### config.mk
export PLATFORM = sky130hd
export DESIGN_NAME = i2s_dac_tx
export DESIGN_NICKNAME = d
export VERILOG_FILES = /design/src/rtl/i2s_dac_tx_pkg.sv /design/src/rtl/clk_half_div.sv /design/src/rtl/i2s_dac_tx.sv
export SDC_FILE = /design/constraint.sdc
export NUM_CORES = 1
export LEC_CHECK = 0
export CAP_MARGIN = 40
export CORE_AREA = 2 2 138 126
export DETAILED_ROUTE_END_ITERATION = 6
export DIE_AREA = 0 0 140 128
export PLACE_DENSITY = 0.58
export SYNTH_ARGS = -nofsm -noshare
export SYNTH_HDL_FRONTEND = slang
export SYNTH_SLANG_ARGS = --single-unit
### constraint.sdc
create_clock -name iCLK -period 2.4 [get_ports iCLK]
set_input_delay 0.48 -clock iCLK [delete_from_list [all_inputs] [get_ports iCLK]]
set_output_delay 0.48 -clock iCLK [all_outputs]
set_load 0.02 [all_outputs]
### src/rtl/i2s_dac_tx_pkg.sv
// Shared audio types and frame geometry for the I2S DAC path.
// Sample pairs travel as a packed {l,r} struct from the mixer to the shifter.
package i2s_dac_tx_pkg;
  localparam int SAMPLE_W    = 16;
  localparam int SLOT_BCLKS  = 32;
  localparam int FRAME_BCLKS = 64;
  localparam int CNT_W       = $clog2(FRAME_BCLKS);
  localparam int SLOT_W      = $clog2(SLOT_BCLKS);

  typedef logic [SAMPLE_W-1:0] sample_t;

  typedef struct packed {
    sample_t l;
    sample_t r;
  } stereo_t;
endpackage

### src/rtl/clk_half_div.sv
// Free-running divider: toggles oCLK every HDIV iCLK cycles.
// oTGL is high in the cycle whose closing edge flips oCLK.
module clk_half_div #(
  parameter int HDIV = 1
) (
  input  logic iCLK,
  input  logic iRST_N,
  output logic oCLK,
  output logic oTGL
);
  localparam int CW = (HDIV > 1) ? $clog2(HDIV) : 1;

  logic [CW-1:0] cnt_q, cnt_d;
  logic          clk_q, clk_d;

  always_comb begin
    oTGL  = (cnt_q == CW'(HDIV - 1));
    cnt_d = oTGL ? '0 : cnt_q + 1'b1;
    clk_d = clk_q ^ oTGL;
  end

  always_ff @(posedge iCLK or negedge iRST_N) begin
    if (!iRST_N) begin
      cnt_q <= '0;
      clk_q <= 1'b0;
    end else begin
      cnt_q <= cnt_d;
      clk_q <= clk_d;
    end
  end

  assign oCLK = clk_q;
endmodule

### src/rtl/i2s_dac_tx.sv
// Stereo 16-bit I2S transmitter for the WM8731 (codec in slave mode): XCK, BCLK, LRCK, DACDAT.
// One-entry valid/ready buffer, drained once per 64-BCLK frame; an empty buffer replays the last pair.
module i2s_dac_tx
  import i2s_dac_tx_pkg::*;
#(
  parameter int MCLK_HDIV = 1,
  parameter int BCLK_HDIV = 4
) (
  input  logic                iCLK,
  input  logic                iRST_N,
  input  logic [SAMPLE_W-1:0] iSAMPLE_L,
  input  logic [SAMPLE_W-1:0] iSAMPLE_R,
  input  logic                iVALID,
  output logic                oREADY,
  input  logic                iMUTE,
  output logic                oFRAME,
  output logic                oUNDERRUN,
  output logic                oAUD_XCK,
  output logic                oAUD_BCLK,
  output logic                oAUD_DACLRCK,
  output logic                oAUD_DACDAT
);
  logic xck, xck_tgl_unused, bclk, bclk_tgl;

  clk_half_div #(.HDIV(MCLK_HDIV)) u_xck_div (
    .iCLK  (iCLK),
    .iRST_N(iRST_N),
    .oCLK  (xck),
    .oTGL  (xck_tgl_unused)
  );

  clk_half_div #(.HDIV(BCLK_HDIV)) u_bclk_div (
    .iCLK  (iCLK),
    .iRST_N(iRST_N),
    .oCLK  (bclk),
    .oTGL  (bclk_tgl)
  );

  logic [CNT_W-1:0]  bit_cnt_q, bit_cnt_d, cnt_nx;
  logic [SLOT_W-1:0] slot;
  logic              lrck_q, lrck_d, dat_q, dat_d, frame_q, frame_d;
  logic              underrun_q, underrun_d, buf_full_q, buf_full_d;
  stereo_t           buf_q, buf_d, sh_q, sh_d, last_q, last_d;
  logic              fall, load, accept;

  always_comb begin
    cnt_nx     = bit_cnt_q + 1'b1;
    slot       = cnt_nx[SLOT_W-1:0];
    fall       = bclk_tgl & bclk;
    load       = fall && (cnt_nx == '0);
    accept     = iVALID && !buf_full_q;
    bit_cnt_d  = bit_cnt_q;
    lrck_d     = lrck_q;
    dat_d      = dat_q;
    frame_d    = load;
    underrun_d = underrun_q;
    buf_full_d = buf_full_q;
    buf_d      = buf_q;
    sh_d       = sh_q;
    last_d     = last_q;

    // Data changes with the BCLK fall so the codec sees half a BCLK of setup.
    if (fall) begin
      bit_cnt_d = cnt_nx;
      lrck_d    = cnt_nx[CNT_W-1];
      dat_d     = 1'b0;
      if (load) begin
        if (buf_full_q) begin
          sh_d       = buf_q;
          last_d     = buf_q;
          buf_full_d = 1'b0;
        end else begin
          sh_d       = last_q;
          underrun_d = 1'b1;
        end
      end else if (slot != '0 && slot <= SLOT_W'(SAMPLE_W)) begin
        if (!cnt_nx[CNT_W-1]) begin
          dat_d  = sh_q.l[SAMPLE_W-1];
          sh_d.l = {sh_q.l[SAMPLE_W-2:0], 1'b0};
        end else begin
          dat_d  = sh_q.r[SAMPLE_W-1];
          sh_d.r = {sh_q.r[SAMPLE_W-2:0], 1'b0};
        end
      end
      if (iMUTE) dat_d = 1'b0;
    end

    // Accept only happens while empty, so it never collides with a draining load.
    if (accept) begin
      buf_d      = '{l: iSAMPLE_L, r: iSAMPLE_R};
      buf_full_d = 1'b1;
    end
  end

  always_ff @(posedge iCLK or negedge iRST_N) begin
    if (!iRST_N) begin
      bit_cnt_q  <= '0;
      lrck_q     <= 1'b0;
      dat_q      <= 1'b0;
      frame_q    <= 1'b0;
      underrun_q <= 1'b0;
      buf_full_q <= 1'b0;
      buf_q      <= '0;
      sh_q       <= '0;
      last_q     <= '0;
    end else begin
      bit_cnt_q  <= bit_cnt_d;
      lrck_q     <= lrck_d;
      dat_q      <= dat_d;
      frame_q    <= frame_d;
      underrun_q <= underrun_d;
      buf_full_q <= buf_full_d;
      buf_q      <= buf_d;
      sh_q       <= sh_d;
      last_q     <= last_d;
    end
  end

  assign oREADY       = !buf_full_q;
  assign oFRAME       = frame_q;
  assign oUNDERRUN    = underrun_q;
  assign oAUD_XCK     = xck;
  assign oAUD_BCLK    = bclk;
  assign oAUD_DACLRCK = lrck_q;
  assign oAUD_DACDAT  = dat_q;
endmodule
Word-level counts from Yosys, hierarchy flattened
Index checks and enable logic that the tools add are counted.
{"block": "word_totals", "register_bits": 112, "latchBits": 0, "ram_bits": 0, "rom_bits": 0, "input_bits": 36, "out_inout_bits": 7, "elab_cells": 56, "n_memories": 0}
{"block": "op_classes", "addsub": 3, "mul": 0, "div_mod_pow": 0, "order_cmp": 1, "n_eq_ne": 2, "shift": 0, "mux": 14, "bitwise_logic": 5, "n_reduce_logical": 15}
{"operator": "$mux 32", "n": 3}
{"operator": "$mux 16", "n": 2}
{"operator": "$reduce_and 3->1", "n": 3}
{"operator": "$mux 1", "n": 8}
{"operator": "$reduce_bool 2->1", "n": 4}
{"operator": "$add 6x1->6 const B", "n": 1}
{"operator": "$logic_not 6->1", "n": 1}
{"operator": "$le 5x5->1 const B", "n": 1}
{"operator": "$reduce_bool 5->1", "n": 1}
{"operator": "$reduce_and 2->1", "n": 2}
{"operator": "$logic_and 1x1->1", "n": 3}
{"operator": "$add 2x1->2 const B", "n": 1}
{"operator": "$eq 2x2->1 const B", "n": 1}
{"operator": "$mux 2", "n": 1}
{"operator": "$ne 2x1->1 const B", "n": 1}
{"operator": "$not 1->1", "n": 2}
{"operator": "$xor 1x1->1", "n": 2}
{"operator": "$add 1x1->1 const B", "n": 1}
{"operator": "$and 1x1->1", "n": 1}
{"operator": "$logic_not 1->1", "n": 1}

Depth between registers and ports, before layout
{"block": "logic_depth", "depth_word": 6, "mapped_depth": 11, "mapped_depth_nobuf": 8}

By module
From an unflattened synthesis, not the netlist that was laid out.
{"block": "hier_totals", "cells_unflattened": 369, "hier_area_um2": 5061.1}
{"module": "i2s_dac_tx", "instances": 1, "cells_per_inst": 359, "area_each_um2": 4921.0, "seq_area_each_um2": 2652.5}
{"module": "clk_half_div at u_bclk_div", "instances": 1, "cells_per_inst": 6, "area_each_um2": 100.1, "seq_area_each_um2": 75.1}
{"module": "clk_half_div at u_xck_div", "instances": 1, "cells_per_inst": 4, "area_each_um2": 40.0, "seq_area_each_um2": 25.0}

Least setup slack after synthesis
No wires, ideal clock.
{"block": "synth_path", "path_type": "register -> register", "from": "register bit_cnt_q[1]", "to": "register sh_q[10] in the netlist's numbering", "arrival_time_ps": 2211, "path_slack_ps": 63, "stages_incl_launch_ff": 9, "cell_sequence": "dfrtp_1 -> ha_1 -> or4b_4 -> o31ai_4 -> xor2_2 -> and2_1 -> buf_4 -> buf_6 -> a221o_1"}
{"block": "synth_between", "elab_chain_cells": 5}
{"item": "from (decl)", "line_no": "i2s_dac_tx.sv:39", "rtl": "logic [CNT_W-1:0] bit_cnt_q, bit_cnt_d, cnt_nx;"}
{"item": "from (signal assigned)", "line_no": "i2s_dac_tx.sv:107", "rtl": "bit_cnt_q <= bit_cnt_d;"}
{"item": "$add 6x1->6 *", "line_no": "i2s_dac_tx.sv:47", "rtl": "cnt_nx = bit_cnt_q + 1'b1;"}
{"item": "$le 5x5->1 (tied with other cells)", "line_no": "i2s_dac_tx.sv:76", "rtl": "end else if (slot != '0 && slot <= SLOT_W'(SAMPLE_W)) begin"}
{"item": "$logic_and 1x1->1, on equally long branches", "line_no": "i2s_dac_tx.sv:76, i2s_dac_tx.sv:50"}
{"item": "$reduce_bool 2->1 (no source line)"}
{"item": "$reduce_and 3->1 (no source line)"}
{"item": "to (signal assigned)", "line_no": "i2s_dac_tx.sv:104", "rtl": "sh_q <= '0;"}
{"item": "to (signal assigned)", "line_no": "i2s_dac_tx.sv:114", "rtl": "sh_q <= sh_d;"}
{"item": "to (decl)", "line_no": "i2s_dac_tx.sv:43", "rtl": "stereo_t buf_q, buf_d, sh_q, sh_d, last_q, last_d;"}
Mark *: on every way between the ends. The rest lies on a longest branch, timed or not.
A chain may end at the register's enable or synchronous reset.

Worst setup path after layout
{"block": "layout_path", "from": "register bit_cnt_q[0]", "to": "register sh_q[13] in the netlist's numbering"}
Same word-level chain as after synthesis.

==> summary.txt <==
TIMING
------------------------------------------------------------------------------------------
Unrepaired setup endpoints after global routing                                         no
Final number of hold-violating endpoints                                                 0
Worst Skew                                                                       0.0112 ns
F_max                                                                              433 MHz
Total Neg Setup Slack                                                                 0 ns
Final period utilization                                                             96.2%
Max-Slew Margin vs Limit                                                             62.9%
Final count of pins violating max slew                                                   0
Clock period minus worst slack                                                     2.31 ns
Slew at the pin with the worst max-slew slack                                     0.556 ns
Setup violators final                                                                    0

CRITICAL PATH
------------------------------------------------------------------------------------------
Sort of element at the start of the critical path                                flip-flop
Cell count of the worst reg-to-reg path                                                  7
Endpoint class of the critical path                                              flip-flop
Worst endpoint required time                                                       2.63 ns
Crit path max fanout                                                                    16
Crit path DAT                                                                      2.54 ns
Kind of critical path                                                           reg -> reg

CLOCK TREE
------------------------------------------------------------------------------------------
Number of buffers inserted by post-CTS setup repair                                      0
CTS Hold Bufs                                                                            0
Worst-Skew Late Latency                                                            0.36 ns
TritonCTS Sinks                                                                        110
Total number of H-tree levels                                                            3
Clock tree buffer depth                                                                  2
Root Buffer                                                                   sky130_fd_sc_hd__clkbuf_16
PostCTS Resize Cnt                                                                       0
Cts bufs inserted                                                                        9
Clock edge transition at the registers on the reported setup and hold paths        0.08 ns
Clock tree from TritonCTS                                                             done

GLOBAL ROUTING
------------------------------------------------------------------------------------------
Number of antenna violations at the first check in global routing                        0
Global-route met2 utilization                                                        15.9%
M3 GR Usage                                                                          3.74%
GRT Total Usage                                                                      10.9%
Grt ovf                                                                                  0
Pin count of the biggest net entering global routing                                    43
Vias in the first global route                                                       3,044
Most congested layer reported by global routing                                       met2
First-pass GRT wire length                                                       15,400 µm
Global routing usage on met1                                                         15.0%

YOSYS
------------------------------------------------------------------------------------------
Cell count after synthesis                                                             388
Sequential share of the synthesized area                                             56.5%
Most common cell in the synthesized netlist                                   sky130_fd_sc_hd__dfrtp_1
Mean area per synthesized cell                                                    12.6 µm²
Cell accounting for the most synthesized area                                 sky130_fd_sc_hd__dfrtp_1
Post-synthesis instance area                                                      4870 µm²
Yosys warning total                                                                      0
Share of synthesized flip-flops with an asynchronous set or reset                     100%
Post-Syn Nets                                                                          428
Number of storage elements in the synthesis netlist                                    110
Count of cell types in the netlist                                                      39
Share of Yosys cell area claimed by the top area cell type                           56.5%
Top flip-flop cell by instance count after synthesis                          sky130_fd_sc_hd__dfrtp_1
Number of flops mapped to enable cells by yosys                                          0
Most numerous cell types in the synthesized netlist                           sky130_fd_sc_hd__dfrtp_1, sky130_fd_sc_hd__mux2_2, sky130_fd_sc_hd__mux2i_1
Biggest area contributors in the synthesized netlist                          sky130_fd_sc_hd__dfrtp_1, sky130_fd_sc_hd__mux2_2, sky130_fd_sc_hd__mux2i_1

LAYOUT
------------------------------------------------------------------------------------------
Syn-to-layout area delta                                                             22.3%
Summed area of non-filler cells in the final layout                               5960 µm²
Ant diodes                                                                               0
Share of cells above drive strength 1                                                21.4%
# nets final                                                                           470

ROUTE
------------------------------------------------------------------------------------------
Average vias per placed instance                                                      4.65
Post-route DRC violation count                                                           2
Length of the first detailed-routing pass in iterations                                  6
Routed WL per cell                                                                 13.9 µm
Total vias in the final route                                                        3,004
Final WL                                                                           8960 µm
Initial DRC Count                                                                      179
Remaining antenna violation count after routing                                          0

FLOORPLAN
------------------------------------------------------------------------------------------
FP Rows                                                                                 45
Core Footprint                                                                  16,600 µm²
Die Ht                                                                              128 µm
DIE AREA                                                                        17,900 µm²
Boundary Pins                                                                           43
Overall die width                                                                   140 µm
Starting Density                                                                     29.3%

PWR
------------------------------------------------------------------------------------------
Peak VDD IR                                                                     0.000395 V
P_leak                                                                             2.92 nW
Areal power density over the cells                                              636 nW/µm²

PLACE
------------------------------------------------------------------------------------------
Area after DPL                                                                    5630 µm²
HPWL Detailed                                                                      6090 µm
Placer congestion estimate                                                           0.793
Count of input and output buffers                                                       42

HOLD PATH
------------------------------------------------------------------------------------------
Class of the tightest hold or removal check                                    in -> async

JOB
------------------------------------------------------------------------------------------
Max-capacitance violation count                                                          0

RUN STATUS
------------------------------------------------------------------------------------------
Failing checks                                                                         DRC
Outcome                                                                       finished, violations left

critical path, cell delays in order, from the launching register on:
cell,delay (ns)
sky130_fd_sc_hd__dfrtp_2,0.46
sky130_fd_sc_hd__ha_2,0.21
sky130_fd_sc_hd__or4b_4,0.54
sky130_fd_sc_hd__o31ai_4,0.11
sky130_fd_sc_hd__xor2_2,0.16
sky130_fd_sc_hd__and2_1,0.16
sky130_fd_sc_hd__buf_4,0.18
sky130_fd_sc_hd__a221o_1,0.36
sequential cells by signal, indices dropped and copies added (netlist names):
name / flops
last_q: 32
bit_cnt_q: 6
buf_q: 32
u_xck_div.oCLK: 1
oUNDERRUN: 1
oAUD_DACDAT: 1
u_bclk_div.cnt_q: 2
sh_q: 32
buf_full_q: 1
u_bclk_div.oCLK: 1
oFRAME: 1
report_power, final:
group,switching [W],leakage [nW],internal (W)
clock,0.000671,0.156,0.000946
sequential,0.0000435,1.45,0.00192
combinational,0.0000789,1.31,0.000127
cell type report:
cell class / count / area, µm²
clock inverter: 5 / 81.3
tap: 211 / 264
timing repair buffer: 58 / 601
multi-input combinational: 237 / 1960
sequential: 110 / 2760
inverter: 14 / 52.6
clock buffer: 11 / 243
fill: 1574 / 10700
per-layer routing:
layer,part of all wire [%],routed length (µm)
met1,50,4510
met2,44,3960
met3,4.1,370
met4,1.4,124
met5,0,0
cells in the final DEF (no fill, tap or decap), types with 2 or more instances in the layout:
master	count
sky130_fd_sc_hd__dfrtp_2	2
sky130_fd_sc_hd__ha_1	3
sky130_fd_sc_hd__inv_1	13
sky130_fd_sc_hd__a21oi_1	11
sky130_fd_sc_hd__a211oi_1	6
sky130_fd_sc_hd__xor2_1	3
sky130_fd_sc_hd__a21o_1	17
sky130_fd_sc_hd__o21ai_0	2
sky130_fd_sc_hd__o31ai_1	5
sky130_fd_sc_hd__dfrtp_1	108
sky130_fd_sc_hd__nand2_1	10
sky130_fd_sc_hd__a21boi_0	4
sky130_fd_sc_hd__mux2i_1	37
sky130_fd_sc_hd__clkdlybuf4s50_1	41
sky130_fd_sc_hd__xnor2_1	3
sky130_fd_sc_hd__mux2_2	50
sky130_fd_sc_hd__a221o_1	15
sky130_fd_sc_hd__nor2_1	33
sky130_fd_sc_hd__buf_12	5
sky130_fd_sc_hd__clkbuf_16	9
sky130_fd_sc_hd__nand4_1	2
sky130_fd_sc_hd__bufinv_16	2
sky130_fd_sc_hd__nand3_1	5
sky130_fd_sc_hd__a21boi_1	10
sky130_fd_sc_hd__buf_4	12
sky130_fd_sc_hd__nor2b_1	6
worst paths after layout:
kind / startpoint / to / slack [ns]
max in group asynchronous: iRST_N / sh_q[20] / 1.68
max reg2reg: bit_cnt_q[0] / sh_q[13] / 0.09
max: bit_cnt_q[0] / sh_q[13] / 0.09
min reg2reg: u_xck_div.oCLK / u_xck_div.oCLK / 0.43
min in group iCLK: u_xck_div.oCLK / u_xck_div.oCLK / 0.43
min: iRST_N / buf_q[7] / 0.11
logic make-up after synthesis:
family	synth area share [%]
simple gates	5.83
fa+ha+maj	1.03
mux	19.2
compound gates	12.4
buf+inv	3.72
xor+xnor	1.41
flops	56.5
stage by stage:
step	utilization, %	total power [W]	setup WS [ns]	instances	hold WS (ns)
CTS	35.8	0.00386	0.0344	646	0.131
detailed placement	33.9	0.00222	0.0531	630	0.423
floorplan	-	0.00208	0.0630	388	0.184
global route	35.9	0.00396	0.0157	646	0.156
global placement	33.9	0.00221	0.122	630	0.411
finish	35.9	0.00379	0.0902	646	0.113
No activity file was read; power rests on OpenSTA's default activity.
